<file path="config.mk">
export PLATFORM = sky130hd
export DESIGN_NAME = hornet_stack
export DESIGN_NICKNAME = d
export VERILOG_FILES = /design/src/rtl/hornet_stack.sv
export SDC_FILE = /design/constraint.sdc
export NUM_CORES = 1
export LEC_CHECK = 0
export ABC_AREA = 1
export CORE_ASPECT_RATIO = 0.6
export CORE_MARGIN = 2
export CORE_UTILIZATION = 36
export CTS_CLUSTER_SIZE = 28
export DETAILED_ROUTE_END_ITERATION = 8
export GPL_TIMING_DRIVEN = 0
export PLACE_DENSITY = 0.59
export SYNTH_ARGS = -nofsm -noshare
export SYNTH_HDL_FRONTEND = slang
export SYNTH_SLANG_ARGS = --single-unit
</file>
<file path="constraint.sdc">
create_clock -name clk -period 6.4 [get_ports clk]
set_clock_uncertainty 0.1 [all_clocks]
set_input_delay 1.6 -clock clk [delete_from_list [all_inputs] [get_ports clk]]
set_output_delay 1.6 -clock clk [all_outputs]
set_load 0.01 [all_outputs]
</file>
<file path="src/rtl/hornet_stack.sv">
// hornet_stack: circular LIFO backing one Hornet core stack (data or return).
// Pushes spill the core's S/R register into the buffer and pops expose the
// entry below through q. The buffer never blocks: the pointer wraps modulo
// DEPTH in both directions, silently overwriting the oldest entry on
// overflow and returning stale or wrapped data on underflow.
//
// Optional feature: define HORNET_STACK_WATERMARK_EN to build the saturating
// fill counter (depth) and the sticky ovf/unf flags with their clr input.
// Without it those outputs are tied low, clr is ignored, and no counter
// logic is built.
module hornet_stack #(
  parameter int WIDTH = 18,
  parameter int DEPTH = 8
) (
  input  logic                     clk,
  input  logic                     reset_n,
  input  logic                     push,
  input  logic                     pop,
  input  logic                     clr,
  input  logic [WIDTH-1:0]         d,
  output logic [WIDTH-1:0]         q,
  output logic [$clog2(DEPTH):0]   depth,
  output logic                     ovf,
  output logic                     unf
);

  localparam int PW = $clog2(DEPTH);

  logic [WIDTH-1:0] mem [DEPTH];
  logic [PW-1:0]    ptr;
  logic [PW-1:0]    ptr_nxt;
  logic [PW-1:0]    wr_ptr;
  logic             wr_en;

  // Decode the strobes: push-only writes one above the top, pop-only steps
  // down, push+pop replaces the top in place.
  always_comb begin
    ptr_nxt = ptr;
    wr_ptr  = ptr;
    wr_en   = 1'b0;
    case ({push, pop})
      2'b10: begin
        ptr_nxt = ptr + 1'b1;
        wr_ptr  = ptr + 1'b1;
        wr_en   = 1'b1;
      end
      2'b01: begin
        ptr_nxt = ptr - 1'b1;
      end
      2'b11: begin
        wr_en   = 1'b1;
      end
      default: begin
        ptr_nxt = ptr;
      end
    endcase
  end

  // Pointer and storage; reset clears every entry so q reads 0 immediately
  // and any in-flight push is discarded.
  always_ff @(posedge clk or negedge reset_n) begin
    if (!reset_n) begin
      ptr <= '0;
      for (int i = 0; i < DEPTH; i++) begin
        mem[i] <= '0;
      end
    end else begin
      ptr <= ptr_nxt;
      if (wr_en) begin
        mem[wr_ptr] <= d;
      end
    end
  end

  // Zero-latency read: the core samples the top in the same cycle it pops.
  assign q = mem[ptr];

`ifdef HORNET_STACK_WATERMARK_EN
  localparam logic [PW:0] FULL = (PW+1)'(DEPTH);

  function automatic logic [PW:0] sat_inc(input logic [PW:0] cnt);
    return (cnt == FULL) ? cnt : cnt + 1'b1;
  endfunction

  function automatic logic [PW:0] sat_dec(input logic [PW:0] cnt);
    return (cnt == '0) ? cnt : cnt - 1'b1;
  endfunction

  // Saturating fill count with sticky flags; clr beats any same-cycle set.
  always_ff @(posedge clk or negedge reset_n) begin
    if (!reset_n) begin
      depth <= '0;
      ovf   <= 1'b0;
      unf   <= 1'b0;
    end else if (clr) begin
      depth <= '0;
      ovf   <= 1'b0;
      unf   <= 1'b0;
    end else if (push && !pop) begin
      if (depth == FULL) begin
        ovf <= 1'b1;
      end
      depth <= sat_inc(depth);
    end else if (pop && !push) begin
      if (depth == '0) begin
        unf <= 1'b1;
      end
      depth <= sat_dec(depth);
    end
  end
`else
  logic unused_clr;

  assign unused_clr = clr;
  assign depth      = '0;
  assign ovf        = 1'b0;
  assign unf        = 1'b0;
`endif

endmodule

</file>
==> impl_metrics.json, run 1 <==
{
  "status": "finished, final reports clean",
  "syn_area_um2": 7754,
  "async_reset_ff_frac": 1.000,
  "reg2reg_to": "mem[34]",
  "cts_sinks": 147,
  "yosysTopAreaCell": "dfrtp_1",
  "rsz0062_at_grt": "false",
  "grt_usage": 0.2442,
  "r2r_start": "ptr[0]",
  "tightest_slew_ns": 0.8114,
  "grt.met2_usage": 0.3040,
  "grt-busiest-layer": "met1",
  "clk_pin_slew_ns": 0.07,
  "fin_cells": 1346,
  "finalHoldViolCount": 0,
  "cp.buffers_inverters": 4,
  "worstPathCellList": "inv_1, clkbuf_1, clkbuf_1, nor2_1, o21ai_0, nand2_1, nand2_1, clkdlybuf4s50_1",
  "grt_pass1_wl_um": 41940,
  "fill_cells": 2143,
  "met1_usage": 0.3832,
  "ys_ff_latch": 147,
  "grt_use_met3": 0.09713,
  "synthTopCellsByArea": "dfrtp_1 47%, nand2_1 17%, nand4_1 12%",
  "synth_cell_types": 26,
  "ys_warn_count": 0,
  "clock.fmax_mhz": 201.8,
  "portBuffers": 21,
  "drive_gt1_frac": 0.1237,
  "hp-class": "flip-flop to flip-flop",
  "postCtsSetupBuffers": 0,
  "antenna_found_initial": 1,
  "cts.root.buffer_cell": "clkbuf_16",
  "ys_seq_area_frac": 0.4744,
  "p_comb_frac": 0.491,
  "die_y_um": 117.7,
  "vias": 7452,
  "viasPerCell": 5.536,
  "grt_pass1_vias": 7001,
  "grt_max_degree": 84,
  "area_growth_pct": 15.91,
  "drtIter0Drc": 695,
  "drc_errors": 0,
  "endpoint": "q[8]",
  "synthTopCellsByCount": "354 x nand2_1, 147 x dfrtp_1, 144 x nand4_1",
  "dieArea_um2": 22770,
  "num_rows": 41,
  "powerDensity_nw_per_um2": 578.8,
  "worstPathMaxFanout": 10,
  "cts_resized": 0,
  "crit_start": "ptr[0]",
  "cap_violations": 0,
  "power_frac_seq": 0.301,
  "p_int_mw": 2.820,
  "synth_most_common_cell": "nand2_1",
  "period_share": 0.7744,
  "p_clk_frac": 0.208,
  "avgRoutedWirePerCell_um": 20.17,
  "cts_hold_buffers": 0,
  "p_sw_frac": 0.4579,
  "synth_top_area_share": 0.4744,
  "clock_path_buffers": 2,
  "setup_violations": 0,
  "cts_tree": "done",
  "dp.cells": 1314,
  "initial_utilization": 0.3678,
  "avgSynthCellArea_um2": 7.692,
  "finalMaxSlewViolations": 0,
  "wirelength_um": 27140,
  "numCtsBuffers": 17,
  "vdd_drop_max_mv": 0.3554,
  "cts.htree.levels": 4,
  "fin_nets": 1082,
  "cpMaxStageDelayCell": "clkbuf_1",
  "grt.overflow.total": 0,
  "diodes": 0,
  "maxSlewHeadroom": 0.4591,
  "critical-path-top-delay-family": "buffers and inverters",
  "synth_edf_count": 0,
  "dp_hpwl_um": 19490,
  "fin_crit_ns": 4.956,
  "antenna_left": 0,
  "clock_latency_ns": 0.43,
  "first_pass_iters": 5,
  "power_leakage_nw": 4.483,
  "synth_ff_type": "dfrtp_1",
  "power.total_mw": 5.202,
  "r2r_cells": 11,
  "critPathKind": "flip-flop to primary output",
  "routabilityCongestion": 0.9143,
  "p_switching_mw": 2.382,
  "die_w_um": 193.5,
  "rrSetupSlack_ns": 2.87,
  "io_pins": 47,
  "core_um2": 21080,
  "cp_slowest_stage_delay_ns": 0.61,
  "crit_path_start_kind": "flip-flop",
  "cp.depth": 8,
  "synthCells": 1008,
  "cp_data_arrival_time_ns": 3.26,
  "required_ns": 4.70,
  "crit_path_end_kind": "primary output"
}
-- logic make-up after synthesis --
| kind of cell | Yosys count | synth area share |
|---|---|---|
| buf+inv | 118 | 0.07891 |
| compound gates | 112 | 0.07536 |
| xor+xnor | 3 | 0.003389 |
| flops | 147 | 0.4744 |
| simple gates | 622 | 0.3594 |
| other cells | 1 | 0.0004836 |
| fa+ha+maj | 5 | 0.008068 |
-- cell usage in the layout, fill, tap and decap left out, drive strengths merged --
| master | Yosys | routed |
|---|---|---|
| nand2 | 356 | 356 |
| dfrtp | 147 | 147 |
| nand4 | 144 | 144 |
| nor2 | 111 | 111 |
| o21ai | 110 | 110 |
| buf | 84 | 86 |
| clkbuf | 25 | 45 |
| clkdlybuf4s50 | 0 | 20 |
| inv | 9 | 14 |
| nand3 | 10 | 10 |
| conb | 1 | 6 |
| ha | 5 | 5 |
| clkinv | 0 | 3 |
| bufinv | 0 | 3 |
| xnor2 | 2 | 2 |
| a21oi | 1 | 1 |
| xor2 | 1 | 1 |
| nand3b | 1 | 1 |
| a31oi | 1 | 1 |
| clkinvlp | 0 | 1 |
-- tightest hold or removal path, stage by stage, from the launching register on --
cell     delay (ns)
dfrtp_1        0.34
nand2_1        0.05
nand2_1        0.04
-- registers in the layout, summed over array words and instances (netlist names) --
signal and count:
ptr 3, mem 144
-- stage by stage --
stage | util | setup TNS [ns] | setup WS [ns] | hold WS [ns] | area (um^2)
final | 0.4263 | 0 | 1.444 | 0.3645 | 8987
after global routing | 0.4263 | 0 | 1.313 | 0.3848 | 8987
after CTS | 0.4263 | 0 | 1.629 | 0.3680 | 8987
after detailed placement | 0.3965 | 0 | 2.084 | 0.3533 | 8361
after global placement | 0.3952 | -393.08 | -2.695 | 0.3485 | 8332
after floorplan | - | 0 | 3.357 | 0.3366 | 7772
-- how the worst min path moves through the flow --
stage | from | to | slack [ns] | cells after the start
6_report | mem[124] | mem[124] | 0.36 | 2
5_1_grt | mem[7] | mem[7] | 0.38 | 2
4_1_cts | mem[53] | mem[53] | 0.37 | 2
3_5_place_dp | mem[113] | mem[113] | 0.35 | 2
3_3_place_gp | mem[53] | mem[53] | 0.35 | 2
2_1_floorplan | mem[100] | mem[100] | 0.34 | 2
-- final cells by class --
cell class	instances	area, um^2	share of cell area
inverters	9	33.78	0.003759
clock buffers	20	456.7	0.05081
flip-flops and latches	147	3679	0.4093
multi-input cells	748	3482	0.3874
repair buffers	22	239.0	0.02659
clock inverters	12	170.2	0.01893
well taps	279	349.1	0.03884
plain buffers	109	578.1	0.06432
-- layer usage --
| layer | wire, um | part of all wire |
|---|---|---|
| met2 | 10060 | 0.37 |
| met3 | 3449 | 0.13 |
| met4 | 337 | 0.012 |
| met1 | 13290 | 0.49 |
| met5 | 11 | 0.00041 |
-- power groups by stage --
stage	Combinational [mW]	Clock [mW]	Sequential (mW)
floorplan	1.55	0	1.51
global placement	2.47	0	1.57
detailed placement	2.50	0	1.57
CTS	2.51	1.08	1.56
global route	2.83	1.13	1.61
finish	2.56	1.08	1.57
(Power assumes the default switching activity.)
==> inputs of run 2 (changes only) <==
--- a/config.mk
+++ b/config.mk
@@ -12,7 +12,7 @@
 export CTS_CLUSTER_SIZE = 28
 export DETAILED_ROUTE_END_ITERATION = 8
 export GPL_TIMING_DRIVEN = 0
-export PLACE_DENSITY = 0.59
+export PLACE_DENSITY = 0.61
 export SYNTH_ARGS = -nofsm -noshare
 export SYNTH_HDL_FRONTEND = slang
 export SYNTH_SLANG_ARGS = --single-unit
==> constraint.sdc (replaced) <==
create_clock -name clk -period 4.5 [get_ports clk]
set_clock_uncertainty 0.1 [all_clocks]
set_input_delay 1.125 -clock clk [delete_from_list [all_inputs] [get_ports clk]]
set_output_delay 1.125 -clock clk [all_outputs]
set_load 0.01 [all_outputs]
==> run 2 against run 1 <==
  * Power grew 41%
  * Clock power is 33% higher
  * First-iteration DRC count increased by 13%
  * Die area did not move
  * Largest cell class unchanged
  * Critical path type unchanged
==> impl_metrics.json, run 2 (synthesis gave the netlist of run 1 again) <==
{
  "status": "finished, final reports clean",
  "die_y_um": 117.7,
  "cts_hold_buffers": 0,
  "power.total_mw": 7.320,
  "grt_pass1_vias": 6744,
  "power_leakage_nw": 4.445,
  "initial_utilization": 0.3678,
  "required_ns": 3.27,
  "met1_usage": 0.3963,
  "final_cell_mix": "354 x nand2_1, 147 x dfrtp_1, 144 x nand4_1",
  "crit_path_start_kind": "flip-flop",
  "dp.cells": 1314,
  "dp_hpwl_um": 19460,
  "hp-class": "flip-flop to flip-flop",
  "cts_tree": "done",
  "p_clk_frac": 0.196,
  "cts.htree.levels": 4,
  "worstPathMaxFanout": 11,
  "grt_use_met3": 0.08109,
  "portBuffers": 21,
  "antenna_left": 0,
  "critPathKind": "flip-flop to primary output",
  "cp.buffers_inverters": 3,
  "period_share": 0.9379,
  "largestRegisters": "mem (144), ptr (3)",
  "layout_commonest_cell": "nand2_1",
  "largest_register_ffs": 144,
  "clock_path_buffers": 2,
  "io_pins": 47,
  "grt.overflow.total": 0,
  "vias": 7594,
  "cpMaxStageDelayCell": "clkbuf_1",
  "avgRoutedWirePerCell_um": 20.26,
  "clk_pin_slew_ns": 0.06,
  "clock.fmax_mhz": 236.9,
  "tightest_slew_ns": 0.6886,
  "power_frac_seq": 0.305,
  "clock_latency_ns": 0.43,
  "wirelength_um": 27270,
  "cts.root.buffer_cell": "clkbuf_16",
  "grt_pass1_wl_um": 41810,
  "num_rows": 41,
  "viasPerCell": 5.642,
  "fin_crit_ns": 4.221,
  "drtIter0Drc": 785,
  "cp_data_arrival_time_ns": 3.00,
  "dieArea_um2": 22770,
  "fin_cells": 1346,
  "area_growth_pct": 15.30,
  "regMostFlops": "mem",
  "grt.met2_usage": 0.2975,
  "worstPathCellList": "inv_1, clkbuf_1, o21ai_0, o21ai_1, nand2_1, nand2_1, clkdlybuf4s50_1",
  "cap_violations": 0,
  "maxSlewHeadroom": 0.5409,
  "fin_nets": 1081,
  "tns_ns": 0,
  "cts_sinks": 147,
  "drive_gt1_frac": 0.1238,
  "p_comb_frac": 0.499,
  "die_w_um": 193.5,
  "critical-path-top-delay-family": "buffers and inverters",
  "vdd_drop_max_mv": 0.4696,
  "utilization": 0.4240,
  "core_um2": 21080,
  "grt-busiest-layer": "met1",
  "antenna_found_initial": 1,
  "setup_violations": 0,
  "drc_errors": 0,
  "finalMaxSlewViolations": 0,
  "p_sw_frac": 0.4638,
  "grt_usage": 0.2427,
  "p_int_mw": 3.925,
  "crit_path_end_kind": "primary output",
  "rsz0062_at_grt": "false",
  "hold_ws_ns": 0.3672,
  "grt_max_degree": 83,
  "p_switching_mw": 3.395,
  "numCtsBuffers": 17,
  "first_pass_iters": 5,
  "powerDensity_nw_per_um2": 818.8,
  "routabilityCongestion": 0.8755,
  "cp_slowest_stage_delay_ns": 0.55,
  "cpMostUsedCell": "nand2_1",
  "finalHoldViolCount": 0
}
==> run 2: layout make-up <==
cell class	instances	area, um^2
Multi-Input combinational cell	748	3482
Sequential cell	147	3679
Timing Repair Buffer	22	239.0
Clock inverter	12	132.6
Clock buffer	20	446.7
Fill cell	2193	12140
Antenna cell	1	2.502
Buffer	108	575.6
Tap cell	279	349.1
Inverter	9	33.78
==> run 2: metal layers <==
layer / share of wire / up-vias / wire length, um
met5: 0.00048 / - / 13
met4: 0.010 / 2 / 281
met3: 0.12 / 27 / 3403
met2: 0.37 / 379 / 9978
met1: 0.50 / 3732 / 13600
li1: - / 3454 / -
==> run 2: what timing repair did <==
action,4_1_cts,5_1_grt
endpoints found under the setup margin,0,9
setup buffers,0,0
resized for setup,0,2
==> run 2: power by group through the flow <==
stage / Sequential, mW / Combinational [mW] / Clock, mW
after floorplan: 2.15 / 2.20 / 0
after global placement: 2.23 / 3.52 / 0
after detailed placement: 2.23 / 3.55 / 0
after CTS: 2.22 / 3.56 / 1.44
after global routing: 2.30 / 4.00 / 1.51
final: 2.23 / 3.65 / 1.44
==> run 2: path summary, 6_finish.rpt <==
check	start	to	slack (ns)	cells after the start
min in group asynchronous	reset_n	mem[104]	0.59	1
min	mem[42]	mem[42]	0.37	2
max reg2reg	ptr[0]	mem[142]	1.33	10
min reg2reg	mem[42]	mem[42]	0.37	2
max in group asynchronous	reset_n	mem[6]	2.86	2
max	ptr[0]	q[1]	0.28	7
==> run 2: worst reg2reg max path, stage by stage (launching register included) <==
cell	delay, ns
dfrtp_1	0.43
inv_1	0.42
clkbuf_1	0.58
ha_1	0.37
nand2_1	0.12
o21ai_4	0.11
inv_2	0.13
buf_2	0.26
buf_2	0.35
nand4_1	0.16
nand2_1	0.09
==> run 2: through the flow <==
step	cell area, um^2	setup WS, ns
finish	8940	0.2793
global route	8937	0.1770
global placement	8332	-4.125
CTS	8940	0.1237
detailed placement	8361	0.5895
floorplan	7772	1.932
